File: src/rtl/skin_bbox_detect.sv
// skin_bbox_detect: per-frame bounding box and hit count of skin-mask pixels, published on vsync rise
module skin_bbox_detect #(
  parameter int IMG_H_DISP = 640,
  parameter int IMG_V_DISP = 480,
  parameter int MIN_PIXELS = 256
) (
  input  logic        clk,
  input  logic        rst_n,
  input  logic        per_frame_vsync,
  input  logic        per_frame_href,
  input  logic        per_frame_clken,
  input  logic        per_img_bit,
  output logic [9:0]  box_x_min,
  output logic [9:0]  box_x_max,
  output logic [9:0]  box_y_min,
  output logic [9:0]  box_y_max,
  output logic [18:0] box_pix_cnt,
  output logic        box_valid,
  output logic        frame_done
);
  localparam logic S_IDLE = 1'b0;
  localparam logic S_ACTIVE = 1'b1;
  localparam logic [10:0] H_LIM = IMG_H_DISP[10:0];
  localparam logic [10:0] V_LIM = IMG_V_DISP[10:0];
  localparam logic [19:0] MIN_LIM = MIN_PIXELS[19:0];
  logic state_q, state_d, vsync_q, href_q;
  logic [9:0] x_q, x_d, y_q, y_d;
  logic [9:0] xmin_q, xmin_d, xmax_q, xmax_d, ymin_q, ymin_d, ymax_q, ymax_d;
  logic [18:0] cnt_q, cnt_d;
  logic [9:0] bx_xmin_q, bx_xmin_d, bx_xmax_q, bx_xmax_d, bx_ymin_q, bx_ymin_d, bx_ymax_q, bx_ymax_d;
  logic [18:0] bx_cnt_q, bx_cnt_d;
  logic valid_q, valid_d, done_q, done_d;
  logic vs_rise, hr_fall, pix, hit, publish, ok;
  always_comb begin
    vs_rise = per_frame_vsync & ~vsync_q;
    hr_fall = ~per_frame_href & href_q;
    pix = per_frame_href & per_frame_clken;
    // a sample landing on the frame boundary belongs to neither frame
    hit = (state_q == S_ACTIVE) & pix & per_img_bit & ({1'b0, x_q} < H_LIM) & ({1'b0, y_q} < V_LIM) & ~vs_rise;
    publish = vs_rise & (state_q == S_ACTIVE);
    ok = {1'b0, cnt_q} >= MIN_LIM;
    state_d = vs_rise ? S_ACTIVE : state_q;
    x_d = (vs_rise | hr_fall) ? '0 : (pix & (x_q != '1)) ? x_q + 10'd1 : x_q;
    y_d = vs_rise ? '0 : (hr_fall & (y_q != '1)) ? y_q + 10'd1 : y_q;
    xmin_d = vs_rise ? '1 : (hit & (x_q < xmin_q)) ? x_q : xmin_q;
    xmax_d = vs_rise ? '0 : (hit & (x_q > xmax_q)) ? x_q : xmax_q;
    ymin_d = vs_rise ? '1 : (hit & (y_q < ymin_q)) ? y_q : ymin_q;
    ymax_d = vs_rise ? '0 : (hit & (y_q > ymax_q)) ? y_q : ymax_q;
    cnt_d = vs_rise ? '0 : (hit & (cnt_q != '1)) ? cnt_q + 19'd1 : cnt_q;
    bx_xmin_d = publish ? (ok ? xmin_q : '0) : bx_xmin_q;
    bx_xmax_d = publish ? (ok ? xmax_q : '0) : bx_xmax_q;
    bx_ymin_d = publish ? (ok ? ymin_q : '0) : bx_ymin_q;
    bx_ymax_d = publish ? (ok ? ymax_q : '0) : bx_ymax_q;
    bx_cnt_d = publish ? cnt_q : bx_cnt_q;
    valid_d = publish ? ok : valid_q;
    done_d = publish;
  end
  always_ff @(posedge clk or negedge rst_n) begin
    if (!rst_n) begin
      state_q <= S_IDLE;
      vsync_q <= 1'b0;
      href_q <= 1'b0;
      x_q <= '0;
      y_q <= '0;
      xmin_q <= '1;
      xmax_q <= '0;
      ymin_q <= '1;
      ymax_q <= '0;
      cnt_q <= '0;
      bx_xmin_q <= '0;
      bx_xmax_q <= '0;
      bx_ymin_q <= '0;
      bx_ymax_q <= '0;
      bx_cnt_q <= '0;
      valid_q <= 1'b0;
      done_q <= 1'b0;
    end else begin
      state_q <= state_d;
      vsync_q <= per_frame_vsync;
      href_q <= per_frame_href;
      x_q <= x_d;
      y_q <= y_d;
      xmin_q <= xmin_d;
      xmax_q <= xmax_d;
      ymin_q <= ymin_d;
      ymax_q <= ymax_d;
      cnt_q <= cnt_d;
      bx_xmin_q <= bx_xmin_d;
      bx_xmax_q <= bx_xmax_d;
      bx_ymin_q <= bx_ymin_d;
      bx_ymax_q <= bx_ymax_d;
      bx_cnt_q <= bx_cnt_d;
      valid_q <= valid_d;
      done_q <= done_d;
    end
  end
  assign box_x_min = bx_xmin_q;
  assign box_x_max = bx_xmax_q;
  assign box_y_min = bx_ymin_q;
  assign box_y_max = bx_ymax_q;
  assign box_pix_cnt = bx_cnt_q;
  assign box_valid = valid_q;
  assign frame_done = done_q;
endmodule

File: config.mk
export PLATFORM = sky130hd
export DESIGN_NAME = skin_bbox_detect
export DESIGN_NICKNAME = d
export VERILOG_FILES = /design/src/rtl/skin_bbox_detect.sv
export SDC_FILE = /design/constraint.sdc
export NUM_CORES = 1
export LEC_CHECK = 0
export ABC_CLOCK_PERIOD_IN_PS = 2580
export CAP_MARGIN = 5
export CORE_UTILIZATION = 40
export DETAILED_ROUTE_END_ITERATION = 16
export GPL_TIMING_DRIVEN = 0
export PLACE_DENSITY = 0.6
export SYNTH_ARGS = -nofsm -noshare
export SYNTH_HDL_FRONTEND = slang
export SYNTH_SLANG_ARGS = --single-unit
export TNS_END_PERCENT = 10
File: constraint.sdc
create_clock -name clk -period 2.58 [get_ports clk]
set_input_delay 0.387 -clock clk [delete_from_list [all_inputs] [get_ports clk]]
set_output_delay 0.387 -clock clk [all_outputs]
set_load 0.05 [all_outputs]
**Yosys cells after proc, flatten, opt, wreduce, memory -nomap -nowiden**

Cells that the tools add are included.

- Flip-flop bits (word level): 143
- Input bits: 6
- Output and inout bits: 61
- Word-level logic and storage cells: 75

- Add/subtract/negate cells: 3
- $lt $le $gt $ge: 7
- Eq/ne operators: 3
- Multiplexer cells: 18
- Bitwise operators: 20
- Reductions and logical operators: 7

Operators by type and width:

| kind | count |
|---|---|
| 10-bit two-way mux | 16 |
| 19-bit two-way mux | 2 |
| 10-bit by 1-bit adder with 10-bit output, second input constant | 2 |
| 10-bit greater-than comparator | 2 |
| 10-bit less-than comparator | 2 |
| 10-bit != test, second input constant | 2 |
| 19-bit by 1-bit adder with 19-bit output, second input constant | 1 |
| 19-bit by 9-bit greater-or-equal comparator with 1-bit output, second input constant | 1 |
| 19-bit != test, second input constant | 1 |
| 1-bit AND | 16 |
| 2-bit nonzero test | 7 |
| 10-bit less-than comparator, second input constant | 1 |
| 10-bit by 9-bit less-than comparator with 1-bit output, second input constant | 1 |
| 1-bit NOT | 3 |
| 1-bit OR | 1 |

**Depth between registers and ports, before layout**

- Depth in word-level cells: 9
- Depth in mapped cells: 10
- Depth with buffers taken out: 7

**Worst setup path after synthesis**

Ideal clock, no wire load.

- Path kind: register -> register
- Start: reg ymin_q[7]
- End: reg ymin_q[1]
- Setup time: 0.075 ns
- Arrival time: 2.141 ns
- Required time: 2.505 ns
- Path slack: 0.364 ns
- Stages on the path, launching flop included: 9
- Buffers on the path: 1
- Period minus slack after synthesis: 2.216 ns
- Cell sequence: dfstp_2 > inv_1 > ha_1 > a21o_1 > a21o_1 > a2111oi_0 > o21a_1 > buf_2 > mux2i_1

- Cells in the longest elaborated chain, start to end: 3

RTL lines:

| what | line | RTL |
|---|---|---|
| start: declaration | 28 | `logic [9:0] xmin_q, xmin_d, xmax_q, xmax_d, ymin_q, ymin_d, ymax_q, ymax_d;` |
| start signal: assignment | 85 | `ymin_q <= ymin_d;` |
| 10-bit less-than comparator | 47 | `ymin_d = vs_rise ? '1 : (hit & (y_q < ymin_q)) ? y_q : ymin_q;` |
| 1-bit AND | 47 |  |
| 2-bit nonzero test (no line) | n/a |  |

Every way passes these cells.
A chain may end at the register's enable or synchronous reset.

**Worst setup path in the final report**

- Start: in per_frame_href
- End: reg cnt_q[14]

- Cells in the longest elaborated chain, start to end: 8

RTL lines:

| what | line | RTL |
|---|---|---|
| start: declaration | 10 | `input logic per_frame_href,` |
| 1-bit AND | 37 | `pix = per_frame_href & per_frame_clken;` |
| 1-bit AND (5 in a row) | 39 | `hit = (state_q == S_ACTIVE) & pix & per_img_bit & ({1'b0, x_q} < H_LIM) & ({1'b0, y_q} < V_LIM) & ~vs_rise;` |
| 1-bit AND | 49 | `cnt_d = vs_rise ? '0 : (hit & (cnt_q != '1)) ? cnt_q + 19'd1 : cnt_q;` |
| 2-bit nonzero test (no line) | n/a |  |
| end signal: assignment | 87 | `cnt_q <= cnt_d;` |
| end: declaration | 29 | `logic [18:0] cnt_q, cnt_d;` |

Every way passes these cells.

==> results.sh <==
export IMPL_grt_first_pass_wirelength_um=29200
export IMPL_detail_route_drc_violations=0
export IMPL_avgSynthCellArea_um2=10.6
export IMPL_die_area_um2=18300
export IMPL_syn_area_um2=7110
export IMPL_cap_viol_max_count=0
export IMPL_critPathKind="in2reg"
export IMPL_worstPathMaxFanout=10
export IMPL_p_seq_frac=0.443
export IMPL_globalRoute_totalOverflow=0
export IMPL_met3_usage=0.0423
export IMPL_timing_hold_worst_class="in2reg"
export IMPL_die_width_um=135
export IMPL_cts_repair_timing_setup_buffer_count=0
export IMPL_grt_max_degree=73
export IMPL_worstSetupStartpointType="input pin"
export IMPL_finalCritPeriodShare=0.957
export IMPL_detail_route_wirelength_um=17600
export IMPL_layout_filler_cells=1544
export IMPL_worst_slew_pin_transition_ns=0.717
export IMPL_timing_max_transition_violations_final=0
export IMPL_antenna_cells=0
export IMPL_finalHoldViolCount=0
export IMPL_netlist_cell_type_count=49
export IMPL_grt_use_total=0.208
export IMPL_postSynthCellCount=668
export IMPL_cts_root_buf="clkbuf_16"
export IMPL_core_um2=17300
export IMPL_placement_rows=48
export IMPL_final_critical_path_time_including_i_o_delays_and_setup_ns=2.47
export IMPL_fin_nets=803
export IMPL_power_ir_vdd_worst_v=0.000484
export IMPL_total_leakage_power_uw=0.00411
export IMPL_place_detailed_instances=960
export IMPL_cts_made_buffers=17
export IMPL_clock_power_frac=0.458
export IMPL_cts_htree_levels=4
export IMPL_cts_path_max_buffers=2
export IMPL_critical_path_slowest_cell="clkdlybuf4s50_1"
export IMPL_setup_worst_path_end_class="flip-flop"
export IMPL_setup_tns_final_ns=0
export IMPL_design_area_um2=8730
export IMPL_grt_use_met1=0.275
export IMPL_power_net_switching_uw=1390
export IMPL_max_freq_mhz=405
export IMPL_power_density_nw_per_um2=640
export IMPL_crit_top_cell="clkbuf_1"
export IMPL_p_int_uw=4200
export IMPL_port_buffers=66
export IMPL_layout_area_overhead_vs_synth_pct=22.9
export IMPL_critPathArrivalTime_ns=2.82
export IMPL_clk_insertion_delay_late_ns=0.43
export IMPL_tritoncts_clock_tree="done"
export IMPL_viasPerCell=5.46
export IMPL_setup_viol=0
export IMPL_global_route_peak_usage_layer="met2"
export IMPL_status="finished clean"
export IMPL_final_instance_count_excl_fill=993
export IMPL_dr_pass1_iters=5
export IMPL_worstPathCellList="clkdlybuf4s50_1 -> and2_1 -> nand4_2 -> or2_1 -> clkbuf_1 -> clkbuf_1 -> nor3_1 -> mux2i_1"
export IMPL_synth_top_flop_cell="dfrtp_1"
export IMPL_most_frequent_cells_in_the_layout="dfrtp_1 (123), clkdlybuf4s50_1 (65), nor2_1 (63)"
export IMPL_cts_sink_count=143
export IMPL_unrepaired_setup_endpoints_after_global_routing="true"
export IMPL_first_global_vias=5511
export IMPL_number_of_antenna_violations_at_the_first_check_in_global_routing=0
export IMPL_crit_required_ns=2.93
export IMPL_groute_layer_met2_usage=0.339
export IMPL_layout_core_utilization=0.505
export IMPL_synthesis_yosys_warnings=0
export IMPL_slew_headroom=0.522
export IMPL_syn_nets=716
export IMPL_multiInputGateArea_um2=3170
export IMPL_seq_area_um2=3600
export IMPL_drt_wirelength_per_cell_um=17.7
export IMPL_postRouteAntennaNets=0
export IMPL_detailed_place_hpwl_um=12400
export IMPL_synth_seq_cells=143
export IMPL_final_layout_size_suffix_gt1_frac=0.126
export IMPL_place_gp_congestion=0.866
export IMPL_share_comb_of_total_power=0.099
export IMPL_finalClockSkew_ns=0.00633
export IMPL_num_io_pins=67
export IMPL_synth_async_sr_flop_share=1.00
export IMPL_fp_dieH_um=135
export IMPL_detailed_place_area_um2=8080
export IMPL_starting_utilization_of_the_core_area=0.411
export IMPL_detail_route_iter0_violations=420
export IMPL_critical_path_max_stage_delay_ns=0.58
export IMPL_p_sw_frac=0.249
export IMPL_clk_pin_slew_ns=0.06
export IMPL_dr_total_vias=5418
export IMPL_synth_yosys_seq_area_share=0.507
export IMPL_mostFrequentLayoutCell="dfrtp_1"
export IMPL_synth_enable_flop_cells=0
## repair_timing
| item | CTS | global route |
|---|---|---|
| hold buffers | 1 | 0 |
| resized for setup | 3 | 10 |
| hold endpoints to repair | 7 | 0 |
| setup endpoints to repair | 51 | 71 |
## final timing paths
check | startpoint | endpoint | slack (ns) | depth (start not counted)
max reg2reg | y_q[6] | cnt_q[1] | 0.13 | 7
min reg2reg | box_valid | box_valid | 0.48 | 1
max in group asynchronous | rst_n | ymin_q[1] | 1.23 | 3
max | per_frame_href | cnt_q[14] | 0.11 | 8
min in group asynchronous | rst_n | box_pix_cnt[11] | 0.53 | 2
min | per_frame_vsync | vsync_q | 0.47 | 1
## layer usage
| metal | wire [um] | share of wire | vias up |
|---|---|---|---|
| met3 | 642 | 0.037 | 30 |
| met1 | 8080 | 0.46 | 2718 |
| met4 | 306 | 0.017 | 0 |
| li1 | - | - | 2555 |
| met5 | 0 | 0 | - |
| met2 | 8540 | 0.49 | 115 |
## layout make-up
| type | count | area share |
|---|---|---|
| Sequential cell | 143 | 0.413 |
| Multi-Input combinational cell | 435 | 0.363 |
| Timing Repair Buffer | 68 | 0.0801 |
| Clock buffer | 22 | 0.0554 |
| Tap cell | 225 | 0.0322 |
| Inverter | 56 | 0.0241 |
| Buffer | 34 | 0.0173 |
| Clock inverter | 10 | 0.0153 |
## cell usage after synthesis (7+ instances only)
cell type    n  area [um^2]
clkbuf_1    23         86.3
a21oi_1     24          120
xnor2_1     10         87.6
o21ai_0     11         55.1
a21o_1       9         67.6
nand3_1     19         95.1
dfstp_2     20          526
nand2_1     44          165
a211oi_1     7         52.6
buf_2        7         35.0
inv_1       56          210
ha_1        42          526
nand4_1     14         87.6
nor2_1      64          240
o31ai_1     11         82.6
dfrtp_1    123         3080
mux2_2      22          248
nand2b_1     8         50.1
or4_1       10         75.1
a22o_1      40          350
mux2i_1     38          380
## per-stage QoR
step           power, uW  hold slack, ns  setup slack (ns)
6_report            5590           0.467             0.111
3_5_place_dp        3060           0.447            -0.652
4_1_cts             5650           0.454           0.00383
5_1_grt             5840           0.464           -0.0534
3_3_place_gp        3030           0.465             -4.45
2_1_floorplan       2850          0.0914             0.364
## power by group through the flow
stage | sequential [uW] | clock, uW | combinational, uW
3_5_place_dp | 2520 | 0 | 542
6_report | 2480 | 2560 | 553
2_1_floorplan | 2490 | 0 | 361
5_1_grt | 2490 | 2700 | 644
4_1_cts | 2480 | 2610 | 558
3_3_place_gp | 2510 | 0 | 517
## state kept, by name (all words and copies together), names as in the netlist
name	flops
box_y_max	10
box_valid	1
x_q	10
ymin_q	10
frame_done	1
xmin_q	10
ymax_q	10
box_x_min	10
href_q	1
box_x_max	10
vsync_q	1
box_y_min	10
state_q	1
xmax_q	10
box_pix_cnt	19
cnt_q	19
y_q	10
## critical path: cells and delay by family
kind / cells / cell delay [ns]
mux: 1 / 0.20
buf+inv: 3 / 1.14
simple gates: 4 / 1.09
## logic make-up after synthesis
kind of cell / count (synthesis) / synth area share
adder cells (fa/ha/maj): 42 / 0.0739
AO/OA/AOI/OAI: 127 / 0.131
XOR/XNOR: 11 / 0.0136
flip-flops: 143 / 0.507
multiplexers: 60 / 0.0884
buffers and inverters: 90 / 0.0498
AND/OR/NAND/NOR: 195 / 0.136
Power figures use the tool's default switching activity.
